`src/rtl/ofm_wr_merge_pkg.sv`:
```
// Shared constants and helpers for the feature-map write merge.
// Each FIFO entry is packed as {data, addr, src}, with src in the low bits.
package ofm_wr_merge_pkg;

    localparam int OFM_AW = 14;
    localparam int OFM_DW = 48;

    function automatic int clog2(input int n);
        int r;
        r = 0;
        for (int i = 0; i < 31; i++) begin
            if ((1 << i) < n) r = i + 1;
        end
        return r;
    endfunction

    // The source index field is never narrower than one bit.
    function automatic int src_w(input int nch);
        return (nch <= 1) ? 1 : clog2(nch);
    endfunction

    function automatic int ent_w(input int dw, input int aw, input int sw);
        return dw + aw + sw;
    endfunction

    function automatic int src_lsb();
        return 0;
    endfunction

    function automatic int addr_lsb(input int sw);
        return sw;
    endfunction

    function automatic int data_lsb(input int aw, input int sw);
        return sw + aw;
    endfunction

endpackage

```
`src/rtl/ofm_wr_merge_rr_arb.sv`:
```
// NCH-wide round-robin arbiter. The scan starts at ptr and wraps.
// ptr moves to one past the winner only when advance is high.
module ofm_wr_merge_rr_arb
    import ofm_wr_merge_pkg::*;
#(
    parameter int unsigned N  = 2,
    parameter int unsigned IW = 1
) (
    input  logic          clk,
    input  logic          rst,
    input  logic [N-1:0]  req,
    input  logic          advance,
    output logic [N-1:0]  grant,
    output logic [IW-1:0] idx,
    output logic          any
);

    logic [IW-1:0] ptr;

    always_comb begin
        int unsigned c;
        c     = 0;
        grant = '0;
        idx   = '0;
        any   = 1'b0;
        for (int unsigned k = 0; k < N; k++) begin
            c = 32'(ptr) + k;
            if (c >= N) c = c - N;
            if (!any && req[c]) begin
                any      = 1'b1;
                grant[c] = 1'b1;
                idx      = IW'(c);
            end
        end
    end

    always_ff @(posedge clk) begin
        if (rst) begin
            ptr <= '0;
        end else if (advance) begin
            ptr <= (idx == IW'(N - 1)) ? '0 : idx + IW'(1);
        end
    end

endmodule

```
`src/rtl/ofm_wr_merge.sv`:
```
// Merges NCH write streams into a DEPTH-entry FIFO feeding the feature-map RAM.
// Build option OFM_WR_MERGE_ADDR_CHK_EN drops writes above ADDR_MAX and sets a sticky addr_err.
module ofm_wr_merge
    import ofm_wr_merge_pkg::*;
#(
    parameter int unsigned     NCH      = 2,
    parameter int unsigned     DW       = OFM_DW,
    parameter int unsigned     AW       = OFM_AW,
    parameter int unsigned     DEPTH    = 4,
    parameter logic [AW-1:0]   ADDR_MAX = AW'(14'h3FFF)
) (
    input  logic                          clk,
    input  logic                          rst,
    input  logic [NCH*DW-1:0]             s_data,
    input  logic [NCH*AW-1:0]             s_addr,
    input  logic [NCH-1:0]                s_valid,
    output logic [NCH-1:0]                s_ready,
    output logic [DW-1:0]                 m_data,
    output logic [AW-1:0]                 m_addr,
    output logic [src_w(NCH)-1:0]         m_src,
    output logic                          m_valid,
    input  logic                          m_ready,
    output logic [clog2(DEPTH+1)-1:0]     level,
    output logic                          addr_err
);

    localparam int unsigned SRC_W    = src_w(NCH);
    localparam int unsigned PW       = clog2(DEPTH);
    localparam int unsigned LW       = clog2(DEPTH + 1);
    localparam int unsigned ENT_W    = ent_w(DW, AW, SRC_W);
    localparam int unsigned SRC_LSB  = src_lsb();
    localparam int unsigned ADDR_LSB = addr_lsb(SRC_W);
    localparam int unsigned DATA_LSB = data_lsb(AW, SRC_W);

    logic [NCH-1:0]   gnt;
    logic [SRC_W-1:0] gnt_idx;
    logic             gnt_any;
    logic [DW-1:0]    sel_data;
    logic [AW-1:0]    sel_addr;
    logic             space, pop, hs, push, bad_addr;
    logic [ENT_W-1:0] mem [DEPTH];
    logic [ENT_W-1:0] head;
    logic [PW-1:0]    wr_ptr, rd_ptr;

    ofm_wr_merge_rr_arb #(
        .N  (NCH),
        .IW (SRC_W)
    ) u_arb (
        .clk     (clk),
        .rst     (rst),
        .req     (s_valid),
        .advance (hs),
        .grant   (gnt),
        .idx     (gnt_idx),
        .any     (gnt_any)
    );

    // A pop in the same cycle frees the slot a full FIFO needs for the push.
    assign pop     = m_valid && m_ready;
    assign space   = (level < LW'(DEPTH)) || pop;
    assign s_ready = space ? gnt : '0;
    assign hs      = space && gnt_any;

    always_comb begin
        sel_data = '0;
        sel_addr = '0;
        for (int unsigned i = 0; i < NCH; i++) begin
            if (gnt[i]) begin
                sel_data = sel_data | s_data[i*DW +: DW];
                sel_addr = sel_addr | s_addr[i*AW +: AW];
            end
        end
    end

`ifdef OFM_WR_MERGE_ADDR_CHK_EN
    // Out-of-range writes still complete the handshake so the source is not stalled.
    assign bad_addr = (sel_addr > ADDR_MAX);

    always_ff @(posedge clk) begin
        if (rst) begin
            addr_err <= 1'b0;
        end else if (hs && bad_addr) begin
            addr_err <= 1'b1;
        end
    end
`else
    logic unused_addr_max;
    assign unused_addr_max = ^ADDR_MAX;
    assign bad_addr        = 1'b0;
    assign addr_err        = 1'b0;
`endif

    assign push = hs && !bad_addr;

    always_ff @(posedge clk) begin
        if (push) begin
            mem[wr_ptr] <= {sel_data, sel_addr, gnt_idx};
        end
    end

    always_ff @(posedge clk) begin
        if (rst) begin
            wr_ptr <= '0;
            rd_ptr <= '0;
            level  <= '0;
        end else begin
            if (push) wr_ptr <= wr_ptr + PW'(1);
            if (pop)  rd_ptr <= rd_ptr + PW'(1);
            case ({push, pop})
                2'b10:   level <= level + LW'(1);
                2'b01:   level <= level - LW'(1);
                default: level <= level;
            endcase
        end
    end

    assign head    = mem[rd_ptr];
    assign m_data  = head[DATA_LSB +: DW];
    assign m_addr  = head[ADDR_LSB +: AW];
    assign m_src   = head[SRC_LSB +: SRC_W];
    assign m_valid = (level != '0);

endmodule

```
`config.mk`:
```
export PLATFORM = sky130hd
export DESIGN_NAME = ofm_wr_merge
export DESIGN_NICKNAME = d
export VERILOG_FILES = /design/src/rtl/ofm_wr_merge_pkg.sv /design/src/rtl/ofm_wr_merge_rr_arb.sv /design/src/rtl/ofm_wr_merge.sv
export SDC_FILE = /design/constraint.sdc
export NUM_CORES = 1
export LEC_CHECK = 0
export ABC_AREA = 0
export BUFFER_PORTS_ARGS = -buffer_cell sky130_fd_sc_hd__buf_2
export CAP_MARGIN = 20
export CORE_ASPECT_RATIO = 2
export CORE_MARGIN = 3
export CORE_UTILIZATION = 41
export CTS_CLUSTER_SIZE = 30
export DETAILED_ROUTE_END_ITERATION = 8
export PLACE_DENSITY = 0.66
export SETUP_SLACK_MARGIN = 0.05
export SYNTH_ARGS = -nofsm -noshare
export SYNTH_HDL_FRONTEND = slang
export SYNTH_SLANG_ARGS = --single-unit
```
`constraint.sdc`:
```
create_clock -name clk -period 3.9 [get_ports clk]
set_input_delay 0.39 -clock clk [delete_from_list [all_inputs] [get_ports clk]]
set_output_delay 0.39 -clock clk [all_outputs]
set_load 0.01 [all_outputs]
```
-- Word-level counts from Yosys, hierarchy flattened
Memories as Yosys holds them, arrays and structs flattened. A register that Yosys moved wholly into a read port is not among the register bits.
Cells that the tools add are included.
- register bits: 8
- RAM bits: 252
- bits of input ports: 129
- output and inout port bits: 70
- logic and storage cells: 61
- memories kept: 1
- memory list (name ; words ; width ; rd ports ; clocked after memory_dff ; write ports ; line ; text):
    mem ; 4 ; 63 ; 1 ; 1 ; 1 ; ofm_wr_merge.sv:41 ; logic [ENT_W-1:0] mem [DEPTH];
- add/sub/neg operators: 8
- $lt $le $gt $ge: 7
- eq/ne operators: 2
- multiplexer cells: 27
- bitwise logic cells: 3
- reductions and logical operators: 9
- operators by type and width (operator ; number):
    two-way mux 48 bit ; 2
    >= comparator 32 x 1 -> 1 bit, second input constant ; 2
    < comparator 32 x 2 -> 1 bit, second input constant ; 2
    two-way mux 32 bit ; 2
    bitwise OR 48 bit ; 1
    >= comparator 32 x 2 -> 1 bit, second input constant ; 1
    subtractor 32 x 2 -> 32 bit, second input constant ; 1
    two-way mux 14 bit ; 2
    bitwise OR 14 bit ; 1
    two-way mux 1 bit ; 13
    two-way mux 2 bit ; 5
    one-hot mux 3 bit (2 select lines) ; 1
    logical AND 1 bit ; 5
    adder 2 x 1 -> 2 bit, second input constant ; 2
    adder 3 x 1 -> 3 bit, second input constant ; 1
    < comparator 3 bit, second input constant ; 1
    nonzero test 3 bit ; 1
    subtractor 1 x 2 -> 3 bit, second input constant ; 1
    subtractor 3 x 1 -> 3 bit, second input constant ; 1
    adder 1 x 1 -> 2 bit, second input constant ; 1
    demux 1 bit (select 1 bit) ; 2
    == test 2 x 1 -> 1 bit, second input constant ; 1
    == test 2 bit, second input constant ; 1
    >= comparator 1 x 2 -> 1 bit, second input constant ; 1
    other kinds (5) ; 5

-- Depth between registers and ports, before layout
- word-level depth: 12
- mapped depth: 9
- depth with buffers taken out: 9

-- Modules after synthesis
A second synthesis with hierarchy kept.
- cells, all modules: 470
- area total of the unflattened synthesis: 10332.4 um^2
- modules (own cells, without submodules) (module ; instances ; cells an instance ; area each (um^2)):
    ofm_wr_merge ; 1 ; 462 ; 10251.1
    ofm_wr_merge_rr_arb ; 1 ; 8 ; 81.3

-- Least setup slack after synthesis
No wires, ideal clock.
- path kind: reg2reg
- from: reg level[2]
- to: mem mem[0][0] (netlist name), enable pin
- library setup time: 0.428 ns
- arrival: 2.246 ns
- required time: 3.472 ns
- setup slack: 1.226 ns
- cell stages (with the launch flop): 4
- clock period less this slack: 2.674 ns
- path through: dfxtp_1 > nor2b_1 > nor2_1 > and2_1
- cells in the longest elaborated chain, start to end: 6
- elaborated cells on any way between the ends: 7
- classes of those cells: order compare (1); mux (2); reduce/logical (4)
- RTL lines (item ; line ; text):
    start: declaration ; ofm_wr_merge.sv:23 ; output logic [clog2(DEPTH+1)-1:0] level,
    start signal: assignment ; ofm_wr_merge.sv:110 ; 2'b10: level <= level + LW'(1);
    start signal: assignment ; ofm_wr_merge.sv:111 ; 2'b01: level <= level - LW'(1);
    start signal: assignment ; ofm_wr_merge.sv:112 ; default: level <= level;
    parallel branches: the longest is 2 deep, another holds < comparator 3 bit ; - ;
    logical OR 1 bit (*) ; ofm_wr_merge.sv:60 ; assign space = (level < LW'(DEPTH)) || pop;
    logical AND 1 bit (*) ; ofm_wr_merge.sv:62 ; assign hs = space && gnt_any;
    two-way mux 1 bit (*) ; ofm_wr_merge.sv:96 ; if (push) begin
    two-way mux 1 bit (implied by the code) (*) ; ofm_wr_merge.sv:97 ; mem[wr_ptr] <= {sel_data, sel_addr, gnt_idx};
    end: declaration ; ofm_wr_merge.sv:41 ;
Mark *: on every way between the ends.

==> impl_metrics.toml <==
[cts]
htree_levels = 1
numCtsBuffers = 22
cts_resized = 0
postCtsSetupRepairBufs = 0
ctsHoldBuffers = 0
clockRootBuffer = "clkbuf_16"
clock_path_buffers = 3
clk_pin_slew_ns = 0.06
clock_sinks = 262
clk_latency_ns = 0.51
cts_tree = "done"

[timing]
max_freq_mhz = 362
worst_slew_pin_slew_ns = 1.04
finalCriticalPeriod_ns = 2.76
rsz0062_at_grt = "no"
final-hold-violation-count = 0
setup_viol = 0
slew_viol_final = 0
slew_headroom = 0.310
tns_ns = 0
skew_ns = 0.00899
post-route-period-util = 0.708

[logic_synthesis]
ys_ff_latch = 262
yosys_warnings = 0
synth_area_leaders = "edfxtp_1 (73%), mux4_2 (13%), a22o_1 (5.2%)"
synth_area_leader_cell = "edfxtp_1"
synth_top_cell_area_share = 0.728
netlist-cell-type-count = 30
ys_seq_area_frac = 0.748
synthCells = 469
syn-num-nets = 604
synth.avg_cell_area_um2 = 22.2
syn_area_um2 = 10400

[setup_path]
r2r.worst_path.cells = 9
path_buf_inv = 2
r2r_setup_slack_ns = 1.59
endpoint_kind = "output port"
r2r-end = "level[2]"
cp_slowest_stage_delay_ns = 0.71
critPathTopFamily = "flip-flops"
reg2reg_from = "level[2]"
cp_data_required_time_ns = 3.51
critPathKind = "reg2out"
path_max_fanout = 37
worst_path_max_delay_cell = "dfxtp_4"
cp_cell_sequence = "buf_12 > mux4_2 > buf_2"
startpoint_type = "flop"
cp.arrival_ns = 2.37

[final_layout]
finalNonFillerCells = 1008
final_common_cell = "edfxtp_1"
diodes = 0
final_cell_mix = "edfxtp_1 (252), buf_2 (197), a22o_1 (62), mux4_2 (60), clkbuf_16 (23)"
area_growth_pct = 18.4
layout.nets = 798
layout-drive-gt1-share = 0.442

[detailed_routing]
vias = 5288
antenna_left = 0
drc_errors = 0
first_pass_iters = 4
drt_iter0_drc = 317
avgViaCountPerCell = 5.25
routed_wl_mm = 21.3
wire_per_inst_um = 21.1

[floorplanning]
boundaryPins = 199
start_util = 0.420
die_height_um = 231
rows = 81
die_w_um = 119
dieArea_um2 = 27400
core_um2 = 24700

[grt]
grt.met2_usage = 0.301
track_usage = 0.154
grt_max_degree = 67
grt_pass1_wl_mm = 32.4
grt_pass1_vias = 5889
grt_most_used_layer = "met2"
antenna_found_initial = 0
grt_use_met1 = 0.166
use_met3 = 0.0217
grt-ovfl-total = 0

[run_status]
status = "completed"

[worst_hold_path]
hold-path-cell-count = 2
min_from = "rst"
hp-class = "in2reg"
whs_endpoint = "wr_ptr[1]"

[place]
dp_hpwl_mm = 13.2
gp_congestion = 0.738
io_buffers = 197
placedCellCount = 971

[power]
power_density_nw_per_um2 = 636
power.leakage_uw = 0.00439
ir_drop_mv = 0.365

[flow_run]
drv_cap = 0
-- state kept, by name, summed over array words and instances (netlist names), named ones only --
signal,flops
rd_ptr,2
level,3
wr_ptr,2
mem,252
u_arb.ptr,1
-- report_power, final --
part	leakage (uW)	total, uW	internal, uW	switching (uW)
Sequential	0.00246	3750	3550	208
Clock	0.000366	2270	1360	912
Combinational	0.00156	1800	876	924
Total	0.00439	7820	5780	2040
-- cells by family after synthesis --
kind of cell               share of synthesized area
DFF                                            0.748
buffers and inverters                         0.0300
adders and majority gates                    0.00795
AOI/OAI and AO/OA                             0.0601
muxes                                          0.138
other                                       0.000361
and+or+nand+nor                               0.0130
xor gates and xnor gates                     0.00337
-- worst register-to-register path, cell delays in order, from the launching register on --
cell and delay [ns]:
dfxtp_1 0.44, nor2b_1 0.30, nor2_1 0.17, inv_1 0.09
ha_1 0.18, inv_1 0.07, fa_1 0.37, xor2_1 0.16
or3_1 0.32, a21oi_1 0.15
-- synthesized netlist by cell type, drive strengths merged --
master	n
nand2b	3
a21oi	5
conb	1
a22o	62
xnor2	1
xor2	3
nor2b	1
dfxtp	10
o31a	1
nor2	8
and3	1
mux4	63
or3	3
buf	27
edfxtp	252
fa	1
clkbuf	2
and2	6
ha	5
a21boi	1
o311ai	1
nand3b	1
inv	7
o21ai	4
-- how the worst max path moves through the flow --
stage,end,slack [ns],cells past startpoint
finish,m_data[36],1.14,3
CTS,m_addr[4],1.03,3
global placement,m_addr[4],1.59,3
global route,m_addr[13],0.95,3
floorplan,mem[0][0],1.23,3
detailed placement,level[2],1.57,10
-- layer usage --
layer / share of wire / routed length [um]
met1: 0.36 / 7620
met2: 0.57 / 12200
met3: 0.043 / 922
met4: 0.025 / 527
met5: 0 / 0
-- stage by stage --
stage	instance area (um2)	setup WS [ns]	utilization	power, uW	hold slack [ns]
floorplan	10400	1.23	-	5040	0.485
global placement	11600	1.59	0.467	5620	0.496
detailed placement	11600	1.57	0.467	5690	0.512
CTS	12300	1.03	0.497	7960	0.146
global route	12300	0.951	0.497	8200	0.162
finish	12300	1.14	0.497	7820	0.172
-- final cells by class --
cell class	instances	area, um2
fillers	2087	12400
flip-flops and latches	262	7770
multi-input cells	171	2320
repair buffers	199	1010
clock buffers	29	608
well taps	332	415
clock inverters	8	139
inverters	7	26.3
(Power assumes the default switching activity.)
